<file path="config.mk">
export PLATFORM = sky130hd
export DESIGN_NAME = signal_conflict_monitor
export DESIGN_NICKNAME = d
export VERILOG_FILES = /design/src/rtl/signal_conflict_monitor.sv
export SDC_FILE = /design/constraint.sdc
export NUM_CORES = 1
export LEC_CHECK = 0
export ABC_AREA = 0
export BUFFER_PORTS_ARGS = -buffer_cell sky130_fd_sc_hd__buf_2
export CORE_MARGIN = 10
export CORE_UTILIZATION = 45
export DETAILED_ROUTE_END_ITERATION = 12
export GPL_TIMING_DRIVEN = 0
export PLACE_DENSITY = 0.72
export SYNTH_ARGS = -nofsm -noshare
export SYNTH_HDL_FRONTEND = slang
export SYNTH_SLANG_ARGS = --single-unit
</file>
<file path="constraint.sdc">
create_clock -name CK -period 4 [get_ports CK]
set_input_delay 0.8 -clock CK [delete_from_list [all_inputs] [get_ports CK]]
set_output_delay 0.8 -clock CK [all_outputs]
set_load 0.05 [all_outputs]
</file>
<file path="src/rtl/signal_conflict_monitor.sv">
// Fail-safe monitor for a two-approach lamp interface: registers the lamp drives, checks them for
// conflicts, bad patterns, illegal sequences and short yellows, and latches the first fault.
module signal_conflict_monitor #(
  parameter int unsigned YMIN      = 3,
  parameter int unsigned GLITCH    = 1,
  parameter int unsigned FLASH_DIV = 4
) (
  input  logic       CK,
  input  logic       CLR,
  input  logic       GRN1,
  input  logic       YLW1,
  input  logic       RED1,
  input  logic       GRN2,
  input  logic       YLW2,
  input  logic       RED2,
  input  logic       ACK,
  output logic       FAULT,
  output logic [2:0] FCODE,
  output logic       FLASH
);

  typedef enum logic [1:0] {StUnk, StGrn, StYlw, StRed} aspect_e;

  localparam int unsigned   DivW      = (FLASH_DIV > 1) ? $clog2(FLASH_DIV) : 1;
  localparam logic [DivW-1:0] DivMax  = DivW'(FLASH_DIV - 1);
  localparam logic [2:0]    GlitchLim = 3'(GLITCH);
  localparam logic [3:0]    YminLim   = 4'(YMIN);

  logic [5:0]      lamp_q;  // {G1, Y1, R1, G2, Y2, R2}
  aspect_e         st_q [2];
  aspect_e         st_d [2];
  aspect_e         asp  [2];
  logic [3:0]      ycnt_q [2];
  logic [3:0]      ycnt_d [2];
  logic [2:0]      gl_q [2];
  logic [2:0]      gl_d [2];
  logic            lg [2];
  logic            ly [2];
  logic            lr [2];
  logic            seq_flt [2];
  logic            short_flt [2];
  logic            lamp_flt [2];
  logic            conflict;
  logic [2:0]      code;
  logic            viol;
  logic            fault_q, fault_d;
  logic [2:0]      code_q, code_d;
  logic            flash_q, flash_d;
  logic [DivW-1:0] div_q, div_d;

  assign lg[0] = lamp_q[5];
  assign ly[0] = lamp_q[4];
  assign lr[0] = lamp_q[3];
  assign lg[1] = lamp_q[2];
  assign ly[1] = lamp_q[1];
  assign lr[1] = lamp_q[0];

  assign conflict = (lg[0] | ly[0]) & (lg[1] | ly[1]);

  always_comb begin
    for (int a = 0; a < 2; a++) begin
      st_d[a]      = st_q[a];
      ycnt_d[a]    = ycnt_q[a];
      gl_d[a]      = gl_q[a];
      asp[a]       = StUnk;
      seq_flt[a]   = 1'b0;
      short_flt[a] = 1'b0;
      if ($onehot({lg[a], ly[a], lr[a]})) begin
        if (lg[a])      asp[a] = StGrn;
        else if (ly[a]) asp[a] = StYlw;
        else            asp[a] = StRed;
        st_d[a] = asp[a];
        gl_d[a] = 3'd0;
        seq_flt[a] = (st_q[a] == StGrn && asp[a] == StRed) ||
                     (st_q[a] == StYlw && asp[a] == StGrn) ||
                     (st_q[a] == StRed && asp[a] == StYlw);
        short_flt[a] = (st_q[a] == StYlw) && (asp[a] == StRed) && (ycnt_q[a] < YminLim);
        // The entry cycle counts as the first yellow cycle.
        if (asp[a] == StYlw) begin
          if (st_q[a] != StYlw)         ycnt_d[a] = 4'd1;
          else if (ycnt_q[a] != 4'd15)  ycnt_d[a] = ycnt_q[a] + 4'd1;
        end else begin
          ycnt_d[a] = 4'd0;
        end
      end else if (gl_q[a] != 3'd7) begin
        gl_d[a] = gl_q[a] + 3'd1;
      end
      lamp_flt[a] = gl_d[a] > GlitchLim;
    end

    if (conflict)          code = 3'd1;
    else if (lamp_flt[0])  code = 3'd2;
    else if (lamp_flt[1])  code = 3'd3;
    else if (seq_flt[0])   code = 3'd4;
    else if (seq_flt[1])   code = 3'd5;
    else if (short_flt[0]) code = 3'd6;
    else if (short_flt[1]) code = 3'd7;
    else                   code = 3'd0;
    viol = (code != 3'd0);

    fault_d = fault_q;
    code_d  = code_q;
    flash_d = flash_q;
    div_d   = div_q;
    if (fault_q && ACK && !viol) begin
      // Re-arm: the first aspect afterwards is accepted without a sequence check.
      fault_d = 1'b0;
      code_d  = 3'd0;
      flash_d = 1'b0;
      div_d   = '0;
      for (int a = 0; a < 2; a++) begin
        st_d[a]   = StUnk;
        ycnt_d[a] = 4'd0;
        gl_d[a]   = 3'd0;
      end
    end else if (!fault_q && viol) begin
      fault_d = 1'b1;
      code_d  = code;
      flash_d = 1'b1;
      div_d   = '0;
    end else if (fault_q) begin
      if (div_q == DivMax) begin
        flash_d = ~flash_q;
        div_d   = '0;
      end else begin
        div_d = div_q + 1'b1;
      end
    end
  end

  always_ff @(posedge CK or posedge CLR) begin
    if (CLR) begin
      lamp_q  <= '0;
      fault_q <= 1'b0;
      code_q  <= 3'd0;
      flash_q <= 1'b0;
      div_q   <= '0;
      for (int a = 0; a < 2; a++) begin
        st_q[a]   <= StUnk;
        ycnt_q[a] <= 4'd0;
        gl_q[a]   <= 3'd0;
      end
    end else begin
      lamp_q  <= {GRN1, YLW1, RED1, GRN2, YLW2, RED2};
      fault_q <= fault_d;
      code_q  <= code_d;
      flash_q <= flash_d;
      div_q   <= div_d;
      for (int a = 0; a < 2; a++) begin
        st_q[a]   <= st_d[a];
        ycnt_q[a] <= ycnt_d[a];
        gl_q[a]   <= gl_d[a];
      end
    end
  end

  assign FAULT = fault_q;
  assign FCODE = code_q;
  assign FLASH = flash_q;

endmodule

</file>
# [Word level (Yosys, flattened, before mapping)]
# Index checks and enable logic that the tools add are counted.
[totals] reg_bits=31 inputBits=9 wordCells=125
[classes] addsub=9 order_cmp=4 n_eq_ne=23 muxes=46 bitwise=4 n_reduce_logical=28
[op_table] op="$mux 3" count=13
[op_table] op="$mux 4" count=9
[op_table] op="$mux 2" count=10
[op_table] op="$eq 2x2->1 const B" count=9
[op_table] op="$logic_and 1x1->1" count=13
[op_table] op="$eq 2x1->1 const B" count=6
[op_table] op="$mux 1" count=12
[op_table] op="$reduce_bool 3->1" count=3
[op_table] op="$add 4x1->4 const B" count=2
[op_table] op="$lt 4x2->1 const B" count=2
[op_table] op="$mux 8" count=1
[op_table] op="$ne 4x1->1 const B" count=2
[op_table] op="$ne 4x4->1 const B" count=2
[op_table] op="$add 3x1->3 const B" count=2
[op_table] op="$gt 3x1->1 const B" count=2
[op_table] op="$mux 6" count=1
[op_table] op="$ne 3x3->1 const B" count=2
[op_table] op="$reduce_and 2->1" count=3
[op_table] op="$reduce_bool 2->1" count=3
[op_table] op="$add 1x1->2" count=2
[op_table] op="$add 2x1->2" count=2
[op_table] op="$logic_or 1x1->1" count=4
[op_table] op="$ne 2x2->1 const B" count=2
[op_table] op="$add 2x1->2 const B" count=1
[op_table] op="other kinds (4)" count=6

# [Logic depth before layout (Yosys ltp)]
# Gate-level depths: netlist of the first run.
[logic_depth] depth_word=20 ltp_mapped=9 depth_no_buf=7

# [Worst setup path before layout of the first run]
# No wires, ideal clock.
[synth_path] path_type="register to register" from="reg lamp_q[2]" to="reg code_q[0], in the netlist FCODE[0]" setup_time_ns=0.126 t_arrival_ns=2.121 required_time_ns=3.874 setup_slack_ns=1.753 path_stages_with_launch=9 n_path_buf=1 cell_sequence="dfrtp_1 inv_1 fa_1 nor2b_1 buf_4 a32oi_2 nand4_4 and3_1 o32a_1"
[synth_between] elab_chain_len=17 word_cells_on_any_way=34
[synth_rtl] item="start, declared" line_no="29" rtl="logic [5:0] lamp_q;"
[synth_rtl] item="start signal, assigned" line_no="144" rtl="lamp_q <= {GRN1, YLW1, RED1, GRN2, YLW2, RED2};"
[synth_rtl] item="$mux 2" line_no="69" rtl="if (lg[a]) asp[a] = StGrn;"
[synth_rtl] item="$mux 2" line_no="68" rtl="if ($onehot({lg[a], ly[a], lr[a]})) begin"
[synth_rtl] item="$eq 2x2->1" line_no="74, 77"
[synth_rtl] item="$logic_and 1x1->1 (2 in series)" line_no="77" rtl="short_flt[a] = (st_q[a] == StYlw) && (asp[a] == StRed) && (ycnt_q[a] < YminLim);"
[synth_rtl] item="$mux 1" line_no="68"
[synth_rtl] item="$mux 3" line_no="97" rtl="else if (short_flt[1]) code = 3'd7;"
[synth_rtl] item="$mux 3" line_no="96" rtl="else if (short_flt[0]) code = 3'd6;"
[synth_rtl] item="$mux 3" line_no="95" rtl="else if (seq_flt[1]) code = 3'd5;"
[synth_rtl] item="$mux 3" line_no="94" rtl="else if (seq_flt[0]) code = 3'd4;"
[synth_rtl] item="$mux 3" line_no="93" rtl="else if (lamp_flt[1]) code = 3'd3;"
[synth_rtl] item="$mux 3" line_no="92" rtl="else if (lamp_flt[0]) code = 3'd2;"
[synth_rtl] item="$mux 3 *" line_no="91" rtl="if (conflict) code = 3'd1;"
[synth_rtl] item="$reduce_bool 3->1" line_no="99" rtl="viol = (code != 3'd0);"
[synth_rtl] item="$logic_not 1->1" line_no="105" rtl="if (fault_q && ACK && !viol) begin"
[synth_rtl] item="$logic_and 1x1->1" line_no="105"
[synth_rtl] item="$mux 3 or $reduce_bool 2->1 (tied branches)"
[synth_rtl] item="end signal, assigned" line_no="146" rtl="code_q <= code_d;"
[synth_rtl] item="end, declared" line_no="47" rtl="logic [2:0] code_q, code_d;"
# Every way passes the cells marked *; elsewhere a longest branch is shown, timed or not. The select of a mux whose other input is x is not followed.
# A chain may end at the register's enable or synchronous reset.

==> results of run 1 <==
sequential cells by signal, indices dropped and copies added (netlist names):
signal / flops
div_q: 2
st_q: 4
lamp_q: 6
FAULT: 1
FCODE: 3
FLASH: 1
gl_q: 6
ycnt_q: 8
per-stage QoR:
| stage | hold slack [ns] | instance area [sq um] |
|---|---|---|
| after floorplan | 0.460 | 1730 |
| after global placement | 0.476 | 1850 |
| after detailed placement | 0.495 | 1850 |
| after CTS | 0.506 | 1930 |
| after global routing | 0.531 | 1930 |
| final | 0.505 | 1930 |
layer usage:
metal / share of wire / vias up
li1: - / 673
met5: 0 / -
met4: 0.016 / 0
met1: 0.46 / 679
met3: 0.040 / 7
met2: 0.48 / 25
worst max path at each step:
stage	depth (start not counted)	from	endpoint
after CTS	9	lamp_q[1]$_DFF_PP0_	ycnt_q[7]$_DFFE_PP0P_
final	9	lamp_q[2]$_DFF_PP0_	gl_q[3]$_DFF_PP0_
after global placement	9	lamp_q[1]$_DFF_PP0_	gl_q[3]$_DFF_PP0_
after floorplan	8	lamp_q[2]$_DFF_PP0_	FCODE[0]$_DFFE_PP0P_
after detailed placement	9	lamp_q[1]$_DFF_PP0_	ycnt_q[7]$_DFFE_PP0P_
after global routing	9	lamp_q[1]$_DFF_PP0_	ycnt_q[7]$_DFFE_PP0P_
cells in the mapped netlist, types with 3 or more instances:
cell type  count  area share
dfrtp_1       31        0.45
nand2_1       17       0.037
nor2_1        15       0.033
a21oi_1       13       0.038
nor3_1         9       0.026
inv_1          7       0.015
nand3_1        6       0.017
o21ai_0        6       0.017
and3_1         5       0.018
ha_1           5       0.036
nor2b_1        5       0.018
a211oi_1       4       0.017
nor4_1         4       0.014
xnor2_1        4       0.020
nand2b_1       3       0.011
o2bb2ai_1      3       0.015
cell families (layout without fill, tap and decap cells):
logic type / Yosys count / count (layout) / synth area share
and+or+nand+nor: 81 / 81 / 0.271
AOI/OAI and AO/OA: 40 / 40 / 0.166
DFF: 31 / 31 / 0.449
buffers and inverters: 11 / 30 / 0.0355
adders and majority gates: 7 / 7 / 0.0593
xor gates and xnor gates: 4 / 4 / 0.0203
layout make-up:
type | count | area (sq um) | area share
inverter | 7 | 26.3 | 0.0136
buffer | 4 | 35.0 | 0.0182
multi-input combinational | 132 | 892 | 0.463
sequential | 31 | 776 | 0.403
tap | 48 | 60.1 | 0.0312
timing repair buffer | 13 | 65.1 | 0.0338
clock buffer | 6 | 72.6 | 0.0377
where the power goes:
group	internal (uW)	total (uW)	switching, uW
clock	115	219	103
sequential	402	477	74.6
combinational	187	475	288
==> impl_metrics.toml, run 1 <==
[cts]
cts_buffers = 5
cts_root_buf = "clkbuf_8"
cts_resized = 0
clockBufferDepth = 2
post_cts_buffers = 0
clk_latency_ns = 0.28
cts_max_level = 2
clock-sinks = 31
cts_tree = "done"
cts.clk_slew.worst_paths_ns = 0.06
hold_buffers = 0

[detailed_routing]
viasPerCell = 5.74
drtAntennaViolNets = 0
drc = 0
drt_iter0_drc = 118
totalWireLength_mm = 3.49
drtPass1Iterations = 4
wl_per_cell_um = 14.5
vias = 1384

[place]
place_hpwl_mm = 2.63
place_ws_ns = 1.37
port-buffer-count = 13
placed_cells = 235
gp_congestion = 0.820

[setup_path]
crit_arrival_ns = 2.79
crit_family = "simple AND/OR/NAND/NOR gates"
crit_required_ns = 4.16
critical_path.endpoint_type = "flop"
reg2reg_slack_ns = 1.37
critPathSlowestCell = "fa_1"
critPathKind = "flop to flop"
crit_buf_inv = 3
start_kind = "flop"
slowest_delay_ns = 0.52
crit_fanout = 10
reg2regPathDepth = 9
worstReg2RegStart = "lamp_q[2]$_DFF_PP0_"
timing.rr.end = "gl_q[3]$_DFF_PP0_"
critical_path.cell_chain = "inv_1 -> fa_1 -> nor2b_1 -> buf_4 -> a32oi_2 -> nand4_4 -> nor3_4 -> buf_6 -> nor3_1"

[global_route]
grt_start_max_net_pins = 32
grt-busiest-layer = "met2"
antenna_found_initial = 0
grt_pass1_vias = 1402
grt-ovfl-total = 0
grtUsageMet2 = 0.190
track_usage = 0.118
met1_usage = 0.137
grt_first_pass_wirelength_mm = 6.29
grt_use_met3 = 0.0459

[sta]
slew-limit-headroom = 0.238
skew_ns = 0.00805
setup_slack_ns = 1.37
finalMaxSlewViolations = 0
worstMarginPinSlew_ns = 1.14
period_needed_ns = 2.63
setup_viol = 0
period_share = 0.658
max_freq_mhz = 380
rsz0062_at_grt = "no"
tns_ns = 0
finalHoldViolCount = 0

[yosys]
synth_edf_count = 0
async_reset_ff_frac = 1.00
synth_cells = 174
syn-mean-instance-area_sq_um = 9.94
syn-num-nets = 190
netlist-cell-type-count = 44
yosys_warnings = 0
synth-seq-cells = 31
ys_seq_area_frac = 0.449
synth-main-ff-cell = "dfrtp_1"
synth_area_sq_um = 1730

[cells_and_area]
layout_common_cells = "dfrtp_1 (31), nand2_1 (17), nor2_1 (15), a21oi_1 (13), buf_2 (13)"
final_layout_size_suffix_gt1_frac = 0.155
fillerInstances = 362
area_delta_synth_final_pct = 11.4
final-instance-count-excl-fill = 241
final_nets = 210
final_common_cell = "dfrtp_1"
final_util = 0.522
diodes = 0

[floorplanning]
die_area_sq_um = 6720
rows = 22
coreArea_sq_um = 3690
io_pins = 14
die_h_um = 82.0
start_util = 0.469
dieWidth_um = 82.0

[power]
finalPower_uw = 1170
peakVddDrop_uv = 241
powerDensity_nw_per_um2 = 608
power_leakage_uw = 0.000891

[status]
outcome = "finished, final reports clean"

[worst_hold_path]
holdCritStartpoint = "FCODE[0]$_DFFE_PP0P_"
hold_path_end = "FCODE[0]$_DFFE_PP0P_"
hold_depth = 1
hold_class = "flop to flop"

[run]
max_cap_viol_count = 0
(Power assumes the default switching activity.)
==> inputs of run 2 (changes only) <==
PLACE_DENSITY = 0.74   (was 0.72)
clock period = 2.3 ns   (was 4 ns; I/O delays follow)
==> impl_metrics.toml, run 2 (synthesized netlist as in run 1, its figures left out) <==
[setup_path]
slowest_delay_ns = 0.53
critical_path.endpoint_type = "flop"
worstReg2RegStart = "lamp_q[4]$_DFF_PP0_"
reg2regPathDepth = 6
critPathSlowestCell = "fa_1"
critPathKind = "flop to flop"
path_depth = 6
crit_required_ns = 2.47
crit_family = "compound AO/OA/AOI/OAI gates"
endpoint = "FCODE[0]$_DFFE_PP0P_"
crit_arrival_ns = 2.47
critical_path.cell_chain = "fa_1 -> and2b_1 -> a32oi_2 -> nand4_4 -> and3_1 -> o32a_1"
reg2reg_slack_ns = -0.002
cp-startpoint = "lamp_q[4]$_DFF_PP0_"
timing.rr.end = "FCODE[0]$_DFFE_PP0P_"
start_kind = "flop"
crit_fanout = 6
crit_buf_inv = 0

[floorplanning]
dieWidth_um = 82.0
die_h_um = 82.0
start_util = 0.469
io_pins = 14
rows = 22
coreArea_sq_um = 3690
die_area_sq_um = 6720

[power]
power_leakage_uw = 0.000970
power.internal_uw = 1290
clockPowerShare = 0.178
p_sw_uw = 846
peakVddDrop_uv = 458
seq_power_share = 0.386
finalPower_uw = 2140
power_frac_comb = 0.436
power.share.switching = 0.395
powerDensity_nw_per_um2 = 1020

[cts]
cts_max_level = 2
cts_buffers = 5
clock-sinks = 31
clk_latency_ns = 0.28
cts_root_buf = "clkbuf_8"
cts_tree = "done"
hold_buffers = 0
cts.clk_slew.worst_paths_ns = 0.06
clockBufferDepth = 2

[sta]
period_share = 1.00
setup_slack_ns = -0.00168
rsz0062_at_grt = "yes"
finalHoldViolCount = 0
hold_slack_ns = 0.282
finalMaxSlewViolations = 0
period_needed_ns = 2.30
setup_viol = 1
skew_ns = 0.00428
worstMarginPinSlew_ns = 1.14
slew-limit-headroom = 0.238
max_freq_mhz = 434

[global_route]
grt-ovfl-total = 0
grt_pass1_vias = 1364
grt_start_max_net_pins = 32
antenna_found_initial = 0
grt_first_pass_wirelength_mm = 5.96
track_usage = 0.111

[status]
outcome = "complete, but fails checks"
violations = "negative setup slack"

[detailed_routing]
drtPass1Iterations = 4
viasPerCell = 5.45
drc = 0
vias = 1394
wl_per_cell_um = 13.6
drt_iter0_drc = 108
drtAntennaViolNets = 0
totalWireLength_mm = 3.49

[run]
max_cap_viol_count = 0

[cells_and_area]
final_nets = 225
layout_common_cells = "dfrtp_1 (28), nand2_1 (16), buf_4 (15), nor2_1 (15)"
area_delta_synth_final_pct = 20.8
diodes = 0
largest_register_ffs = 8
final_common_cell = "dfrtp_1"
top_register = "ycnt_q"
reg.largest.list = "ycnt_q: 8 flops, gl_q: 6 flops, lamp_q: 6 flops"
final_layout_size_suffix_gt1_frac = 0.269

[place]
gp_congestion = 0.800
place_ws_ns = -0.296
port-buffer-count = 13
place_hpwl_mm = 2.45

[worst_hold_path]
hold_depth = 1
hold_class = "primary input to flop"
[run 2: worst min-delay path by stage]
stage / startpoint / endpoint / slack (ns)
2_1_floorplan: div_q[1]$_DFFE_PP0P_ / div_q[1]$_DFFE_PP0P_ / 0.46
3_3_place_gp: div_q[1]$_DFFE_PP0P_ / div_q[1]$_DFFE_PP0P_ / 0.49
3_5_place_dp: div_q[1]$_DFFE_PP0P_ / div_q[1]$_DFFE_PP0P_ / 0.49
4_1_cts: GRN1 / lamp_q[5]$_DFF_PP0_ / 0.27
5_1_grt: GRN1 / lamp_q[5]$_DFF_PP0_ / 0.27
6_report: YLW1 / lamp_q[4]$_DFF_PP0_ / 0.28
[run 2: metal layers]
metal / part of all wire / up-vias / wire length, um / track usage
met5: 0 / - / 0 / 0
met4: 0.011 / 0 / 40 / 0.0408
met3: 0.038 / 5 / 132 / 0.0415
met2: 0.47 / 17 / 1650 / 0.177
met1: 0.48 / 670 / 1660 / 0.135
li1: - / 702 / - / -
[run 2: what timing repair did]
item                                    4_1_cts  5_1_grt
endpoints found under the setup margin       20       20
gates resized for setup                       5       10
setup buffers                                 8        7
pin swaps                                     3        4
[run 2: final cells by class]
type / instances / area, sq um
clock buffer: 6 / 72.6
tap: 48 / 60.1
timing repair buffer: 28 / 181
sequential: 31 / 779
multi-input combinational: 132 / 931
buffer: 4 / 38.8
fill: 327 / 1600
inverter: 7 / 26.3
[run 2: through the flow]
stage / util / instance area, sq um / setup TNS, ns / std cells
final: 0.566 / 2090 / -0.00168 / 256
after global routing: 0.566 / 2090 / -0.932 / 256
after CTS: 0.544 / 2010 / 0 / 249
after detailed placement: 0.503 / 1850 / -4.02 / 235
after global placement: 0.503 / 1850 / -3.50 / 235
after floorplan: - / 1730 / 0 / 174
[run 2: power groups by stage]
| stage | clock network, uW | registers, uW | logic (uW) |
|---|---|---|---|
| final | 380 | 826 | 934 |
| after global routing | 417 | 851 | 1030 |
| after CTS | 392 | 827 | 887 |
| after detailed placement | 0 | 838 | 821 |
| after global placement | 0 | 833 | 801 |
| after floorplan | 0 | 930 | 545 |
==> inputs of run 3 (changes only) <==
SETUP_SLACK_MARGIN = 0.4   (was default)
SKIP_LAST_GASP = 1   (was default)
==> impl_metrics.toml, run 3 (synthesized netlist as in run 1, its figures left out) <==
[setup_path]
critical_path.endpoint_type = "flop"
crit_family = "simple AND/OR/NAND/NOR gates"
crit_buf_inv = 2
critPathSlowestCell = "fa_1"
reg2regPathDepth = 8
critical_path.cell_chain = "fa_1 -> and2b_1 -> buf_4 -> buf_6 -> o22a_4 -> nand2_8 -> or3_1 -> o211a_1"
crit_fanout = 6
path_depth = 8
start_kind = "flop"
crit_required_ns = 2.47
crit_arrival_ns = 2.45
critPathKind = "flop to flop"
slowest_delay_ns = 0.59

[floorplanning]
dieWidth_um = 82.0
coreArea_sq_um = 3690
rows = 22
die_area_sq_um = 6720
die_h_um = 82.0
io_pins = 14
start_util = 0.469

[cts]
cts_root_buf = "clkbuf_8"
hold_buffers = 0
cts_max_level = 2
clockBufferDepth = 2
cts_tree = "done"
cts.clk_slew.worst_paths_ns = 0.06
cts_buffers = 5
clk_latency_ns = 0.28
clock-sinks = 31

[worst_hold_path]
hold_depth = 1
hold_class = "primary input to flop"

[sta]
tns_ns = 0
finalMaxSlewViolations = 0
max_freq_mhz = 438
worstMarginPinSlew_ns = 1.21
slew-limit-headroom = 0.190
skew_ns = 0.00552
period_share = 0.993
setup_viol = 0
rsz0062_at_grt = "yes"
setup_slack_ns = 0.0159
finalHoldViolCount = 0
hold_slack_ns = 0.285
period_needed_ns = 2.28

[detailed_routing]
drt_iter0_drc = 83
viasPerCell = 5.54
drtPass1Iterations = 4
totalWireLength_mm = 3.72
wl_per_cell_um = 14.4
drc = 0
vias = 1436
drtAntennaViolNets = 0

[cells_and_area]
fillerInstances = 310
final_nets = 226
layout_common_cells = "dfrtp_1 (28), nand2_1 (16), buf_4 (15), nor2_1 (14)"
top_register = "ycnt_q"
largest_register_ffs = 8
seq_area_sq_um = 779
area_delta_synth_final_pct = 26.4
reg.largest.list = "ycnt_q: 8 flops, gl_q: 6 flops, lamp_q: 6 flops"
design_area_sq_um = 2190
multi_input_area_sq_um = 988
diodes = 0
final_layout_size_suffix_gt1_frac = 0.280
final_common_cell = "dfrtp_1"

[status]
outcome = "finished, final reports clean"

[place]
gp_congestion = 0.791
place_hpwl_mm = 2.37
place_ws_ns = -0.275
port-buffer-count = 13
post_dp_cell_area_sq_um = 1870

[power]
peakVddDrop_uv = 662
powerDensity_nw_per_um2 = 1070
power_leakage_uw = 0.000993

[global_route]
grt_start_max_net_pins = 32
grt_pass1_vias = 1348
grt-ovfl-total = 0
grt_first_pass_wirelength_mm = 6.25
track_usage = 0.118
antenna_found_initial = 0

[run]
max_cap_viol_count = 0
==> run 3: changes by cell type in the layout (fill, tap and decap cells not counted), moves of 2 or more <==
| cell | delta |
|---|---|
| nor4_1 | -2 |
| inv_2 | -2 |
| nor4_4 | +2 |
| nor3_4 | +2 |
| clkbuf_8 | +2 |
| inv_1 | +2 |
==> run 3: power breakdown <==
group          total, uW  internal, uW  switching [uW]
Sequential           826           700             126
Combinational       1050           449             599
Clock                465           273             192
Total               2340          1420             916
==> run 3: worst paths after layout <==
path / start / to / slack (ns)
min in group asynchronous: CLR / gl_q[0]$_DFF_PP0_ / 0.50
max in group asynchronous: CLR / lamp_q[5]$_DFF_PP0_ / 0.99
hold reg to reg: FCODE[0]$_DFFE_PP0P_ / FCODE[0]$_DFFE_PP0P_ / 0.50
hold / removal: RED1 / lamp_q[3]$_DFF_PP0_ / 0.29
setup reg to reg: lamp_q[5]$_DFF_PP0_ / FCODE[1]$_DFFE_PP0P_ / 0.02
setup / recovery: lamp_q[5]$_DFF_PP0_ / FCODE[1]$_DFFE_PP0P_ / 0.02
==> run 3: area by class of cell <==
type	count	share of cell area
Buffer	4	0.0177
Clock buffer	8	0.0458
Inverter	7	0.0120
Multi-Input combinational cell	132	0.452
Sequential cell	31	0.357
Tap cell	48	0.0275
Timing Repair Buffer	29	0.0882
==> run 3: metrics by stage <==
stage / util / power [uW] / cells
final: 0.593 / 2340 / 259
after global routing: 0.593 / 2510 / 259
after detailed placement: 0.506 / 1670 / 235
after CTS: 0.581 / 2280 / 259
after floorplan: - / 1480 / 174
after global placement: 0.506 / 1650 / 235
==> run 3: worst register-to-register path, delay by kind of cell, from the launching register on <==
kind / cells / cell delay, ns
adders and majority gates: 1 / 0.59
buffers and inverters: 2 / 0.20
DFF: 1 / 0.42
AOI/OAI and AO/OA: 2 / 0.29
and+or+nand+nor: 3 / 0.68
==> run 3: layer usage <==
layer | global-route usage | wire length [um] | vias to the layer above | share of wire
met4 | 0.0578 | 68 | 0 | 0.018
met2 | 0.181 | 1760 | 29 | 0.47
met5 | 0 | 0 | - | 0
met1 | 0.151 | 1730 | 686 | 0.46
li1 | - | - | 714 | -
met3 | 0.0306 | 160 | 7 | 0.043
==> run 3: repair_timing <==
item                                    CTS  global route
gates cloned                              0             0
gates resized for setup                  13             6
pin swaps                                 7             4
endpoints found under the setup margin   21            21
buffers inserted                         16             0
